==> config.mk <==
export PLATFORM = sky130hd
export DESIGN_NAME = spi_master_flat
export DESIGN_NICKNAME = d
export VERILOG_FILES = /design/src/rtl/spi_master_pkg.sv /design/src/rtl/spi_master_if.sv /design/src/rtl/spi_master_clk_gen.sv /design/src/rtl/spi_master.sv /design/src/flat_wrapper.sv
export SDC_FILE = /design/constraint.sdc
export NUM_CORES = 1
export LEC_CHECK = 0
export BUFFER_PORTS_ARGS = -buffer_cell sky130_fd_sc_hd__buf_2
export CAP_MARGIN = 20
export CORE_UTILIZATION = 45
export CTS_CLUSTER_SIZE = 40
export DETAILED_ROUTE_END_ITERATION = 8
export HOLD_SLACK_MARGIN = 0.15
export PLACE_DENSITY = 0.64
export SLEW_MARGIN = 15
export SYNTH_ARGS = -nofsm -noshare
export SYNTH_HDL_FRONTEND = slang
export SYNTH_SLANG_ARGS = --single-unit
export TNS_END_PERCENT = 20
==> constraint.sdc <==
create_clock -name clk -period 2.5 [get_ports clk]
set_input_delay 0.125 -clock clk [delete_from_list [all_inputs] [get_ports clk]]
set_output_delay 0.125 -clock clk [all_outputs]
set_load 0.01 [all_outputs]
==> src/rtl/spi_master_pkg.sv <==
//------------------------------------------------------------------------------
// Module  : spi_defs (package)
// Brief   : Shared state encodings, SPI mode constants and default sizing.
// Revision: 1.0 - initial release
//------------------------------------------------------------------------------
`default_nettype none

package spi_defs;
    localparam logic [2:0] c_IDLE  = 3'd0;
    localparam logic [2:0] c_SETUP = 3'd1;
    localparam logic [2:0] c_SHIFT = 3'd2;
    localparam logic [2:0] c_HOLD  = 3'd3;
    localparam logic [2:0] c_DONE  = 3'd4;

    localparam logic SPI_CPOL = 1'b0;
    localparam logic SPI_CPHA = 1'b0;

    localparam int c_DEFAULT_WIDTH   = 8;
    localparam int c_DEFAULT_CLK_DIV = 4;
endpackage

`default_nettype wire

==> src/rtl/spi_master_if.sv <==
//------------------------------------------------------------------------------
// Module  : spi_master_if
// Brief   : Host handshake and serial pins of the SPI master; the loopback
//           select exists only when SPI_LOOPBACK_EN is defined.
// Revision: 1.0 - initial release
//------------------------------------------------------------------------------
`default_nettype none

interface spi_master_if import spi_defs::*; #(parameter int WIDTH = c_DEFAULT_WIDTH);
    logic             start;
    logic [WIDTH-1:0] txData;
    logic             busy;
    logic             done;
    logic [WIDTH-1:0] rxData;
    logic             cs;
    logic             sclk;
    logic             mosi;
    logic             miso;
`ifdef SPI_LOOPBACK_EN
    logic             loopback;

    modport master (
        input  start, txData, miso, loopback,
        output busy, done, rxData, cs, sclk, mosi
    );
    modport slave (
        output start, txData, miso, loopback,
        input  busy, done, rxData, cs, sclk, mosi
    );
`else
    modport master (
        input  start, txData, miso,
        output busy, done, rxData, cs, sclk, mosi
    );
    modport slave (
        output start, txData, miso,
        input  busy, done, rxData, cs, sclk, mosi
    );
`endif
endinterface

`default_nettype wire

==> src/rtl/spi_master_clk_gen.sv <==
//------------------------------------------------------------------------------
// Module  : spi_clk_gen
// Brief   : Registered half-period tick every CLK_DIV cycles while run is high.
// Revision: 1.0 - initial release
//------------------------------------------------------------------------------
`default_nettype none

module spi_clk_gen #(
    parameter int CLK_DIV = 4
) (
    input  logic clk,
    input  logic reset,
    input  logic run,
    output logic halfTick
);
    localparam int             c_CW   = (CLK_DIV > 1) ? $clog2(CLK_DIV) : 1;
    localparam logic [c_CW-1:0] c_LAST = c_CW'(CLK_DIV - 1);

    logic [c_CW-1:0] r_cnt;
    logic            r_halfTick;

    always_ff @(posedge clk) begin
        if (reset || !run) begin
            r_cnt      <= '0;
            r_halfTick <= 1'b0;
        end else begin
            r_halfTick <= (r_cnt == c_LAST);
            r_cnt      <= (r_cnt == c_LAST) ? '0 : r_cnt + c_CW'(1);
        end
    end

    assign halfTick = r_halfTick;
endmodule

`default_nettype wire

==> src/rtl/spi_master.sv <==
//------------------------------------------------------------------------------
// Module  : spi_master
// Brief   : SPI mode-0 master, MSB first, one WIDTH-bit full-duplex transfer
//           per start. Optional SPI_LOOPBACK_EN samples mosi instead of miso.
// Revision: 1.0 - initial release
//------------------------------------------------------------------------------
`default_nettype none

module spi_master import spi_defs::*; #(
    parameter int WIDTH   = c_DEFAULT_WIDTH,
    parameter int CLK_DIV = c_DEFAULT_CLK_DIV
) (
    input  logic          clk,
    input  logic          reset,
    spi_master_if.master  bus
);
    localparam int c_CW = $clog2(WIDTH + 1);

    logic [2:0]       r_state;
    logic [2:0]       w_nextState;
    logic [WIDTH-1:0] r_txShift;
    logic [WIDTH-1:0] r_rxShift;
    logic [WIDTH-1:0] r_rxData;
    logic [c_CW-1:0]  r_bitCnt;
    logic             r_sclk;
    logic             w_run;
    logic             w_halfTick;
    logic             w_sampleEdge;
    logic             w_lastEdge;
    logic             w_sampleBit;
    logic             w_busy;
    logic             w_done;
    logic             w_cs;

    spi_clk_gen #(.CLK_DIV(CLK_DIV)) u_clkGen (
        .clk      (clk),
        .reset    (reset),
        .run      (w_run),
        .halfTick (w_halfTick)
    );

    // Sample on the edge leaving the idle level (mode 0: rising edge)
    assign w_sampleEdge = (r_sclk == SPI_CPOL) ^ SPI_CPHA;
    assign w_lastEdge   = !w_sampleEdge && (r_bitCnt == c_CW'(WIDTH));

`ifdef SPI_LOOPBACK_EN
    assign w_sampleBit = bus.loopback ? r_txShift[WIDTH-1] : bus.miso;
`else
    assign w_sampleBit = bus.miso;
`endif

    always_ff @(posedge clk) begin
        if (reset) begin
            r_state   <= c_IDLE;
            r_txShift <= '0;
            r_rxShift <= '0;
            r_rxData  <= '0;
            r_bitCnt  <= '0;
            r_sclk    <= SPI_CPOL;
        end else begin
            r_state <= w_nextState;
            case (r_state)
                c_IDLE: begin
                    if (bus.start) begin
                        r_txShift <= bus.txData;
                        r_rxShift <= '0;
                        r_bitCnt  <= '0;
                    end
                end
                c_SHIFT: begin
                    if (w_halfTick) begin
                        r_sclk <= ~r_sclk;
                        if (w_sampleEdge) begin
                            r_rxShift <= {r_rxShift[WIDTH-2:0], w_sampleBit};
                            r_bitCnt  <= r_bitCnt + c_CW'(1);
                        end else if (!w_lastEdge) begin
                            r_txShift <= r_txShift << 1;
                        end
                    end
                end
                c_HOLD: begin
                    if (w_halfTick) begin
                        r_rxData <= r_rxShift;
                    end
                end
                default: ;
            endcase
        end
    end

    always_comb begin
        w_nextState = r_state;
        case (r_state)
            c_IDLE:  if (bus.start)                 w_nextState = c_SETUP;
            c_SETUP: if (w_halfTick)                w_nextState = c_SHIFT;
            c_SHIFT: if (w_halfTick && w_lastEdge)  w_nextState = c_HOLD;
            c_HOLD:  if (w_halfTick)                w_nextState = c_DONE;
            c_DONE:                                 w_nextState = c_IDLE;
            default:                                w_nextState = c_IDLE;
        endcase
    end

    always_comb begin
        w_busy = (r_state != c_IDLE);
        w_done = (r_state == c_DONE);
        w_run  = (r_state == c_SETUP) || (r_state == c_SHIFT) || (r_state == c_HOLD);
        w_cs   = !w_run;
    end

    assign bus.busy   = w_busy;
    assign bus.done   = w_done;
    assign bus.cs     = w_cs;
    assign bus.sclk   = r_sclk;
    assign bus.mosi   = r_txShift[WIDTH-1];
    assign bus.rxData = r_rxData;
endmodule

`default_nettype wire

==> src/flat_wrapper.sv <==
// flat-port wrapper written by rule: the top's interface ports become plain ports
module spi_master_flat import spi_defs::*;
#(
    parameter int WIDTH   = c_DEFAULT_WIDTH,
    parameter int CLK_DIV = c_DEFAULT_CLK_DIV
)
  (clk, reset, bus_start, bus_txData, bus_miso, bus_busy, bus_done, bus_rxData, bus_cs, bus_sclk, bus_mosi);
  spi_master_if #(.WIDTH(WIDTH)) bus_i ();
  input  logic clk;
  input  logic reset;
  input wire logic [$bits(bus_i.start)-1:0] bus_start;
  input wire logic [$bits(bus_i.txData)-1:0] bus_txData;
  input wire logic [$bits(bus_i.miso)-1:0] bus_miso;
  output wire logic [$bits(bus_i.busy)-1:0] bus_busy;
  output wire logic [$bits(bus_i.done)-1:0] bus_done;
  output wire logic [$bits(bus_i.rxData)-1:0] bus_rxData;
  output wire logic [$bits(bus_i.cs)-1:0] bus_cs;
  output wire logic [$bits(bus_i.sclk)-1:0] bus_sclk;
  output wire logic [$bits(bus_i.mosi)-1:0] bus_mosi;
  assign bus_i.start = bus_start;
  assign bus_i.txData = bus_txData;
  assign bus_i.miso = bus_miso;
  assign bus_busy = bus_i.busy;
  assign bus_done = bus_i.done;
  assign bus_rxData = bus_i.rxData;
  assign bus_cs = bus_i.cs;
  assign bus_sclk = bus_i.sclk;
  assign bus_mosi = bus_i.mosi;
  spi_master #(.WIDTH(WIDTH), .CLK_DIV(CLK_DIV)) u_core (.clk(clk), .reset(reset), .bus(bus_i));
endmodule
==> impl_metrics.csv, run 1 <==
group,metric,value,unit
floorplanning,dieArea,0.00378,mm2
placed_design,placed_cell_area,0.00170,mm2
floorplanning,rows,21,
clock_tree,cts-resized-gates,0,
synthesis,postSynth.asyncResetShare,0,
grt,grt_overflow,0,
placed_design,dpl.hpwl,2100,um
route,drt_iter0_drc,54,
floorplanning,io_pins,25,
synthesis,yosys.cell_types.count,38,
layout,diodes,0,
synthesis,syn_nets,186,
clock_tree,numCtsBuffers,5,
critical_path,crit_end,"u_core.r_bitCnt[2]",
layout,drive_above_1_share,0.256,
route,wirelength,2990,um
route,drcViolationCount,0,
worst_hold_path,hold_path.class,"input port to flop",
clock_tree,clk_pin_slew_worst_paths,0.11,ns
synthesis,synth_edf_count,0,
synthesis,ys.flop_type,"dfxtp_1",
grt,grt_max_degree,35,
synthesis,synth_top_family_by_area,"simple AND/OR/NAND/NOR gates",
grt,grt_pass1_wl,4960,um
power_and_ir_drop,power_density,636,mW/mm2
run,cap_violations,0,
synthesis,syn_area_per_cell,9.31,um2
clock_tree,htreeDepth,2,
clock_tree,clk-insertion-delay-late,0.33,ns
critical_path,r2r-start,"u_core.r_state[2]",
floorplanning,die_width,61.5,um
critical_path,rr_endpoint,"u_core.r_bitCnt[2]",
floorplanning,initial_core_util,0.474,
clock_tree,clockBufferDepth,2,
synthesis,synth.mux.area_fraction,0.0440,
floorplanning,core-area,0.00336,mm2
timing,relSlewSlack,0.545,
synthesis,synth-xor-area-share,0.0165,
timing,hold_viol,0,
critical_path,crit_fanout,22,
critical_path,reg2reg_depth,5,
clock_tree,cts_tree,"done",
placed_design,io_buffers,24,
grt,grt_usage,0.179,
synthesis,seq_area_frac_synth,0.440,
timing,hold_slack,0.170,ns
timing,skew,0.00706,ns
timing,setup_viol,0,
layout,fin_nets,209,
timing,grt_setup_unrepaired,"false",
layout,final_util,0.545,
floorplanning,die_h,61.5,um
synthesis,synth_compound_area_frac,0.188,
critical_path,rrSetupSlack,0.78,ns
synthesis,yosysWarnings,0,
timing,fin_crit,1.72,ns
timing,fmax,0.580,GHz
route,wl_per_cell,12.4,um
clock_tree,post_cts_buffers,0,
status,status,"completed",
synthesis,synthSimpleGateAreaFrac,0.223,
critical_path,cp-start-kind,"flop",
route,detail-route-antenna-nets,0,
placed_design,gp_congestion,0.797,
grt,grt_antenna_before_repair,0,
critical_path,cp.required,2.79,ns
route,dr.pass1.iters,4,
power_and_ir_drop,peakVddDrop,0.398,mV
route,num_vias,1256,
power_and_ir_drop,p_leak,0.663,nW
synthesis,yosys.area.top_type,"dfxtp_1",
clock_tree,cts.sinks,35,
critical_path,startpoint,"u_core.r_state[2]",
power_and_ir_drop,total_power,0.00116,W
critical_path,worstSetupPathType,"flop to flop",
critical_path,arrival,2.01,ns
timing,fin_tns_setup,0,ns
synthesis,synthAdderAreaFrac,0.0236,
layout,syn2layout_area_growth,15.0,%
timing,drv_slew,0,
synthesis,synth_common_cells,"dfxtp_1, nand2_1, a21oi_1",
timing,tightest_slew,0.683,ns
synthesis,syn-cell-area,0.00159,mm2
grt,grt_pass1_vias,1111,
timing,period_share,0.690,
synthesis,synthCells,171,
route,viasPerCell,5.21,
critical_path,crit_path_end_kind,"flop",
clock_tree,cts-root-buf,"clkbuf_4",
synthesis,synth-seq-cells,35,
synthesis,synth_most_common_cell,"dfxtp_1",
synthesis,netlist.area_leader.share,0.440,
synthesis,synthTopCellsByArea,"dfxtp_1, a211oi_2, a21oi_1",
layout,final_cell_area,0.00183,mm2
[routing by layer]
layer,vias up,share of wire,GRT usage
met5,-,0,0
met4,0,0.014,0.0857
met3,7,0.046,0.0399
met2,25,0.44,0.264
met1,579,0.50,0.246
li1,645,-,-
[report_power, final]
part           leakage [nW]  internal, W  switching (W)
clock network        0.0514     0.000311       0.000188
logic                 0.327    0.0000374      0.0000502
registers             0.284     0.000570     0.00000789
total                 0.663     0.000918       0.000246
[timing repair]
action / 4_1_cts / 5_1_grt
hold buffers: 3 / 0
hold endpoints to repair: 3 / 0
endpoints found under the setup margin: 0 / 0
[layout by cell type, fill, tap and decap left out, types with 2 or more instances in the layout]
cell type	n
bufinv_16	2
nor3_1	4
nor2_1	8
buf_4	2
nand3_1	12
ha_1	3
o31ai_1	2
nand2b_1	9
dfxtp_1	35
o21ai_0	9
a211oi_2	8
clkbuf_4	5
xnor2_1	2
dlygate4sd3_1	3
inv_1	4
buf_2	24
mux2i_1	7
a21oi_1	17
nand2_1	18
[metrics by stage]
| stage | worst slack [ns] | cells |
|---|---|---|
| 2_1_floorplan | 0.995 | 171 |
| 3_3_place_gp | 0.904 | 230 |
| 3_5_place_dp | 0.797 | 230 |
| 4_1_cts | 0.761 | 241 |
| 5_1_grt | 0.659 | 241 |
| 6_report | 0.776 | 241 |
[cells by family (layout without fill, tap and decap cells)]
| family | after synthesis | in the layout |
|---|---|---|
| multiplexers | 7 | 7 |
| flip-flops | 35 | 35 |
| adder cells (fa/ha/maj) | 3 | 3 |
| AO/OA/AOI/OAI | 42 | 42 |
| AND/OR/NAND/NOR | 64 | 64 |
| XOR/XNOR | 3 | 3 |
| buffers and inverters | 17 | 41 |
[layout make-up]
type	count	area [um2]
flip-flops and latches	35	701
multi-input cells	119	788
clock buffers	5	37.5
clock inverters	3	67.6
repair buffers	29	165
inverters	4	15.0
fillers	332	1530
well taps	46	57.6
[how the worst min path moves through the flow]
stage	cells past startpoint	startpoint	slack [ns]	endpoint
detailed placement	3	bus_miso	0.35	u_core.r_rxShift[0]
global placement	3	bus_miso	0.35	u_core.r_rxShift[0]
floorplan	2	bus_miso	0.26	u_core.r_rxShift[0]
CTS	3	bus_txData[6]	0.16	u_core.r_txShift[6]
finish	3	bus_txData[6]	0.17	u_core.r_txShift[6]
global route	3	bus_txData[7]	0.18	u_core.r_txShift[7]
[registers in the layout, summed over array words and instances, names as in the netlist]
signal / flops
u_core.bus.rxData: 8
u_core.r_rxShift: 8
u_core.r_txShift: 8
u_core.r_bitCnt: 4
u_core.r_state: 3
u_core.u_clkGen.r_cnt: 2
u_core.bus.sclk: 1
u_core.u_clkGen.halfTick: 1
[critical path: stages, from the launching register on]
cell	delay [ns]
dfxtp_1	0.48
or2_1	0.35
a21oi_2	0.04
buf_4	0.21
a2111oi_0	0.43
a31o_2	0.16
Power figures use the tool's default switching activity.
==> run 2: changes to the inputs <==
Settings changed: PLACE_DENSITY 0.64 to 0.66.
Clock period 2.5 ns to 1.5 ns, I/O delays scaled along.
==> run 2 against run 1 <==
Net effect:
- via count increased by 3.0%
- first-iteration DRC count increased by 17%
- final area increased by 5.9%
- largest cell class unchanged
- largest power group unchanged
- combinational power increased by 95%
==> impl_metrics.csv, run 2 (same netlist as run 1, synthesis figures left out) <==
group,metric,value,unit
layout,final_common_cell,"dfxtp_1",
critical_path,cp-start-kind,"flop",
power_and_ir_drop,peakVddDrop,0.335,mV
timing,drv_slew,0,
grt,grt_pass1_vias,1194,
layout,drive_above_1_share,0.296,
clock_tree,clk_pin_slew_worst_paths,0.10,ns
route,detail-route-antenna-nets,0,
timing,worst_slack,0.0435,ns
worst_hold_path,worstHoldPathCells,4,
critical_path,rr_endpoint,"u_core.r_txShift[2]",
worst_hold_path,whs_endpoint,"u_core.r_bitCnt[3]",
worst_hold_path,worstHoldStart,"bus_start",
clock_tree,numCtsBuffers,5,
timing,fin_crit,1.46,ns
timing,hold_viol,0,
floorplanning,core-area,0.00336,mm2
critical_path,cp.required,1.42,ns
critical_path,worstPathCellList,"buf_8, nor2_1, or2_2, buf_2",
grt,grt_pass1_wl,5000,um
critical_path,worstSetupPathType,"flop to output port",
critical_path,rrSetupSlack,0.11,ns
clock_tree,cts_tree,"done",
placed_design,io_buffers,24,
route,dr.pass1.iters,4,
run,cap_violations,0,
critical_path,crit_family,"flip-flops",
placed_design,gp_congestion,0.825,
grt,grt_overflow,0,
power_and_ir_drop,power_density,845,mW/mm2
grt,grt_usage,0.183,
layout,diodes,0,
placed_design,dpl.hpwl,2140,um
route,num_vias,1294,
clock_tree,htreeDepth,2,
route,wirelength,3290,um
critical_path,crit_fanout,12,
layout,fillers,328,
layout,final_cells,252,
worst_hold_path,hold_path.class,"input port to flop",
route,drt_iter0_drc,63,
layout,mostFrequentLayoutCells,"dfxtp_1, buf_2, nand2_1",
timing,relSlewSlack,0.659,
timing,period_share,0.971,
timing,skew,0.00631,ns
placed_design,dp.cells,234,
layout,final_util,0.577,
critical_path,crit_path_end_kind,"output port",
placed_design,pre_cts_ws,-0.0302,ns
critical_path,r2r-start,"u_core.r_state[2]",
floorplanning,die_width,61.5,um
grt,grt_max_degree,24,
floorplanning,initial_core_util,0.474,
clock_tree,cts.sinks,35,
route,drcViolationCount,0,
critical_path,path_buf_inv,2,
layout,register_area,707,um2
clock_tree,clockBufferDepth,2,
timing,fin_tns_setup,0,ns
power_and_ir_drop,total_power,0.00164,W
timing,fmax,0.687,GHz
critical_path,reg2reg_depth,4,
floorplanning,dieArea,0.00378,mm2
power_and_ir_drop,p_leak,0.709,nW
clock_tree,cts-root-buf,"clkbuf_4",
clock_tree,clk-insertion-delay-late,0.33,ns
floorplanning,rows,21,
layout,multi_input_area,812,um2
timing,tightest_slew,0.510,ns
status,status,"completed",
critical_path,max_stage_delay,0.42,ns
layout,syn2layout_area_growth,21.8,%
timing,grt_setup_unrepaired,"true",
route,wl_per_cell,13.0,um
critical_path,arrival,1.38,ns
critical_path,cpMaxStageDelayCell,"dfxtp_4",
timing,setup_viol,0,
grt,grt_antenna_before_repair,0,
critical_path,cp.depth,4,
layout,fin_nets,221,
floorplanning,io_pins,25,
floorplanning,die_h,61.5,um
route,viasPerCell,5.13,
run 2: cell types whose count changed in the layout (fill, tap and decap cells not counted), sizes merged:
cell / previous run / this run
bufinv: 2 / 0
dlygate4sd3: 3 / 10
clkinvlp: 1 / 0
clkinv: 0 / 1
buf: 26 / 31
clkbuf: 5 / 6
run 2: power by group:
group	total, W	switching, W	internal (W)	leakage, nW
Sequential	0.000959	0.0000111	0.000948	0.286
Clock	0.000510	0.000293	0.000217	0.0341
Combinational	0.000171	0.0000907	0.0000798	0.389
run 2: worst register-to-register path: stages (launching register included):
cell and delay [ns]:
dfxtp_1 0.32, buf_4 0.16, nor2_1 0.42, and2_4 0.32, a211oi_2 0.08
run 2: worst max path at each step:
stage | startpoint | slack, ns | endpoint
after floorplan | u_core.r_bitCnt[1] | 0.01 | u_core.r_txShift[1]
after global placement | u_core.r_bitCnt[1] | -0.004 | u_core.r_txShift[6]
after detailed placement | u_core.r_bitCnt[1] | -0.03 | u_core.r_txShift[2]
after CTS | u_core.r_state[1] | 0.01 | bus_cs
after global routing | u_core.r_state[1] | -0.02 | bus_cs
final | u_core.r_state[1] | 0.04 | bus_cs
run 2: per-stage QoR:
stage                     area (um2)  hold WS, ns
final                           1940        0.230
after global routing            1940        0.260
after CTS                       1900        0.213
after detailed placement        1730        0.300
after global placement          1730        0.292
after floorplan                 1600        0.205
run 2: timing repair:
item | 4_1_cts | 5_1_grt
endpoints found under the setup margin | 8 | 12
gates resized for setup | 4 | 6
hold buffers | 10 | 0
gates cloned | 0 | 0
hold endpoints to repair | 10 | 0
buffers inserted | 0 | 1
pin swaps | 0 | 2
run 2: area by class of cell:
class,count,area share
Sequential cell,35,0.364
Clock inverter,1,0.00258
Tap cell,46,0.0297
Multi-Input combinational cell,119,0.418
Timing Repair Buffer,41,0.151
Clock buffer,6,0.0264
Inverter,4,0.00774
run 2: routing by layer:
metal / share of wire / routed length, um / GRT usage
met5: 0 / 0 / 0
met4: 0.017 / 55 / 0.108
met3: 0.041 / 136 / 0.0483
met1: 0.46 / 1510 / 0.215
met2: 0.48 / 1580 / 0.298
==> run 3: changes to the inputs <==
Settings changed: BUFFER_PORTS_ARGS -buffer_cell sky130_fd_sc_hd__buf_2 to -buffer_cell sky130_fd_sc_hd__buf_4, SETUP_SLACK_MARGIN from default to 0.15.
==> run 3 against run 2 <==
Net effect:
- largest power group unchanged
- flip-flop and latch count stayed put
- sequential power barely moved
- largest cell class unchanged
- clock power is 39% higher
- via count grew 4.4%
- first-iteration DRC count rose by 11%
==> impl_metrics.csv, run 3 (same netlist as run 1, synthesis figures left out) <==
group,metric,value,unit
timing,relSlewSlack,0.650,
grt,gr-usage-met2,0.312,
critical_path,cp.required,1.72,ns
timing,fin_crit,1.41,ns
timing,setup_viol,0,
run,cap_violations,0,
clock_tree,numCtsBuffers,5,
critical_path,rrSetupSlack,0.09,ns
route,wl_per_cell,13.2,um
grt,use_met1,0.241,
layout,multi_input_area,853,um2
route,drt_iter0_drc,70,
layout,mostFrequentLayoutCells,"buf_4, dfxtp_1, a21oi_1, nand2_1, nand3_1",
worst_hold_path,whs_endpoint,"u_core.r_bitCnt[3]",
critical_path,cp-start-kind,"flop",
critical_path,rr_endpoint,"u_core.r_txShift[7]",
clock_tree,clk_pin_slew_worst_paths,0.11,ns
grt,gr-usage-met3,0.0504,
floorplanning,dieArea,0.00378,mm2
power_and_ir_drop,peakVddDrop,0.514,mV
worst_hold_path,worstHoldPathCells,4,
floorplanning,io_pins,25,
timing,fin_tns_setup,0,ns
grt,grt_pass1_wl,5180,um
critical_path,reg2reg_depth,4,
route,detail-route-antenna-nets,0,
layout,diodes,0,
clock_tree,cts.sinks,35,
route,wirelength,3460,um
clock_tree,clk-insertion-delay-late,0.34,ns
critical_path,crit_path_end_kind,"flop",
layout,final_common_cell,"buf_4",
status,status,"completed",
layout,final_util,0.640,
layout,drive_above_1_share,0.375,
grt,grt_pass1_vias,1120,
floorplanning,rows,21,
critical_path,r2r-start,"u_core.r_state[2]",
route,drcViolationCount,0,
timing,hold_viol,0,
critical_path,worstSetupPathType,"flop to flop",
grt,grt_busiest_layer,"met2",
grt,grt_usage,0.190,
critical_path,arrival,1.64,ns
layout,fin_nets,230,
clock_tree,cts_tree,"done",
clock_tree,cts-root-buf,"clkbuf_4",
grt,grt_max_degree,35,
critical_path,crit_fanout,8,
layout,register_area,712,um2
placed_design,gp_congestion,0.769,
floorplanning,core-area,0.00336,mm2
timing,fmax,0.708,GHz
timing,drv_slew,0,
clock_tree,clockBufferDepth,2,
clock_tree,htreeDepth,2,
floorplanning,die_h,61.5,um
timing,skew,0.00926,ns
route,num_vias,1351,
timing,grt_setup_unrepaired,"true",
floorplanning,initial_core_util,0.474,
worst_hold_path,worstHoldStart,"bus_start",
placed_design,io_buffers,24,
route,dr.pass1.iters,4,
timing,period_share,0.941,
grt,grt_antenna_before_repair,0,
layout,syn2layout_area_growth,35.2,%
floorplanning,die_width,61.5,um
route,viasPerCell,5.16,
timing,tightest_slew,0.523,ns
power_and_ir_drop,p_leak,0.793,nW
layout,fillers,285,
worst_hold_path,hold_path.class,"input port to flop",
placed_design,dpl.hpwl,2190,um
grt,grt_overflow,0,
power_and_ir_drop,power_density,869,mW/mm2
-- run 3: changes by cell type in the layout (fill, tap and decap cells not counted), sizes merged --
cell and delta:
bufinv +1, buf +8, a41o +1
-- run 3: layer usage --
layer  up-vias  wire length, um
met5         -                0
met4         0               47
met3         5              126
met2        29             1640
met1       628             1660
li1        689                -
-- run 3: worst max-delay path by stage --
stage | from | to | slack [ns] | cells past startpoint
finish | u_core.r_state[2] | u_core.r_txShift[7] | 0.09 | 4
global route | u_core.r_state[1] | u_core.r_bitCnt[2] | 0.05 | 5
CTS | u_core.r_state[1] | u_core.r_bitCnt[0] | 0.12 | 6
detailed placement | u_core.r_bitCnt[1] | u_core.r_txShift[7] | 0.07 | 6
global placement | u_core.r_bitCnt[0] | u_core.r_txShift[7] | 0.13 | 6
floorplan | u_core.r_bitCnt[1] | u_core.r_txShift[1] | 0.09 | 8
-- run 3: cell type report --
type                    instances  share of cell area
multi-input cells             120               0.396
flip-flops and latches         35               0.331
repair buffers                 49               0.199
well taps                      46              0.0267
clock buffers                   6              0.0238
clock inverters                 2              0.0163
inverters                       4             0.00697
-- run 3: what timing repair did --
item / in CTS / in global routing
setup endpoints to repair: 26 / 30
hold buffers: 10 / 0
gates resized for setup: 11 / 15
pin swaps: 0 / 5
cloned: 1 / 2
endpoints found under the hold margin: 15 / 0
buffers inserted: 4 / 2
-- run 3: worst max-delay path, cell delays in order (launching register included) --
cell      delay (ns)
dfxtp_2         0.35
buf_6           0.12
nor2_1          0.42
and2_4          0.32
a211oi_2        0.08
-- run 3: report_power, final --
part	leakage, nW	switching [W]	internal [W]
Sequential	0.288	0.0000126	0.000949
Clock	0.0482	0.000316	0.000394
Combinational	0.457	0.0000974	0.000102
Total	0.793	0.000426	0.00144
-- run 3: through the flow --
stage | area (um2) | worst slack (ns) | hold WS (ns) | instances | power [W]
floorplan | 1610 | 0.0888 | 0.205 | 171 | 0.00110
CTS | 2090 | 0.117 | 0.231 | 258 | 0.00186
global route | 2150 | 0.0479 | 0.268 | 262 | 0.00194
finish | 2150 | 0.0881 | 0.182 | 262 | 0.00187
detailed placement | 1810 | 0.0660 | 0.302 | 235 | 0.00114
global placement | 1810 | 0.127 | 0.293 | 235 | 0.00113
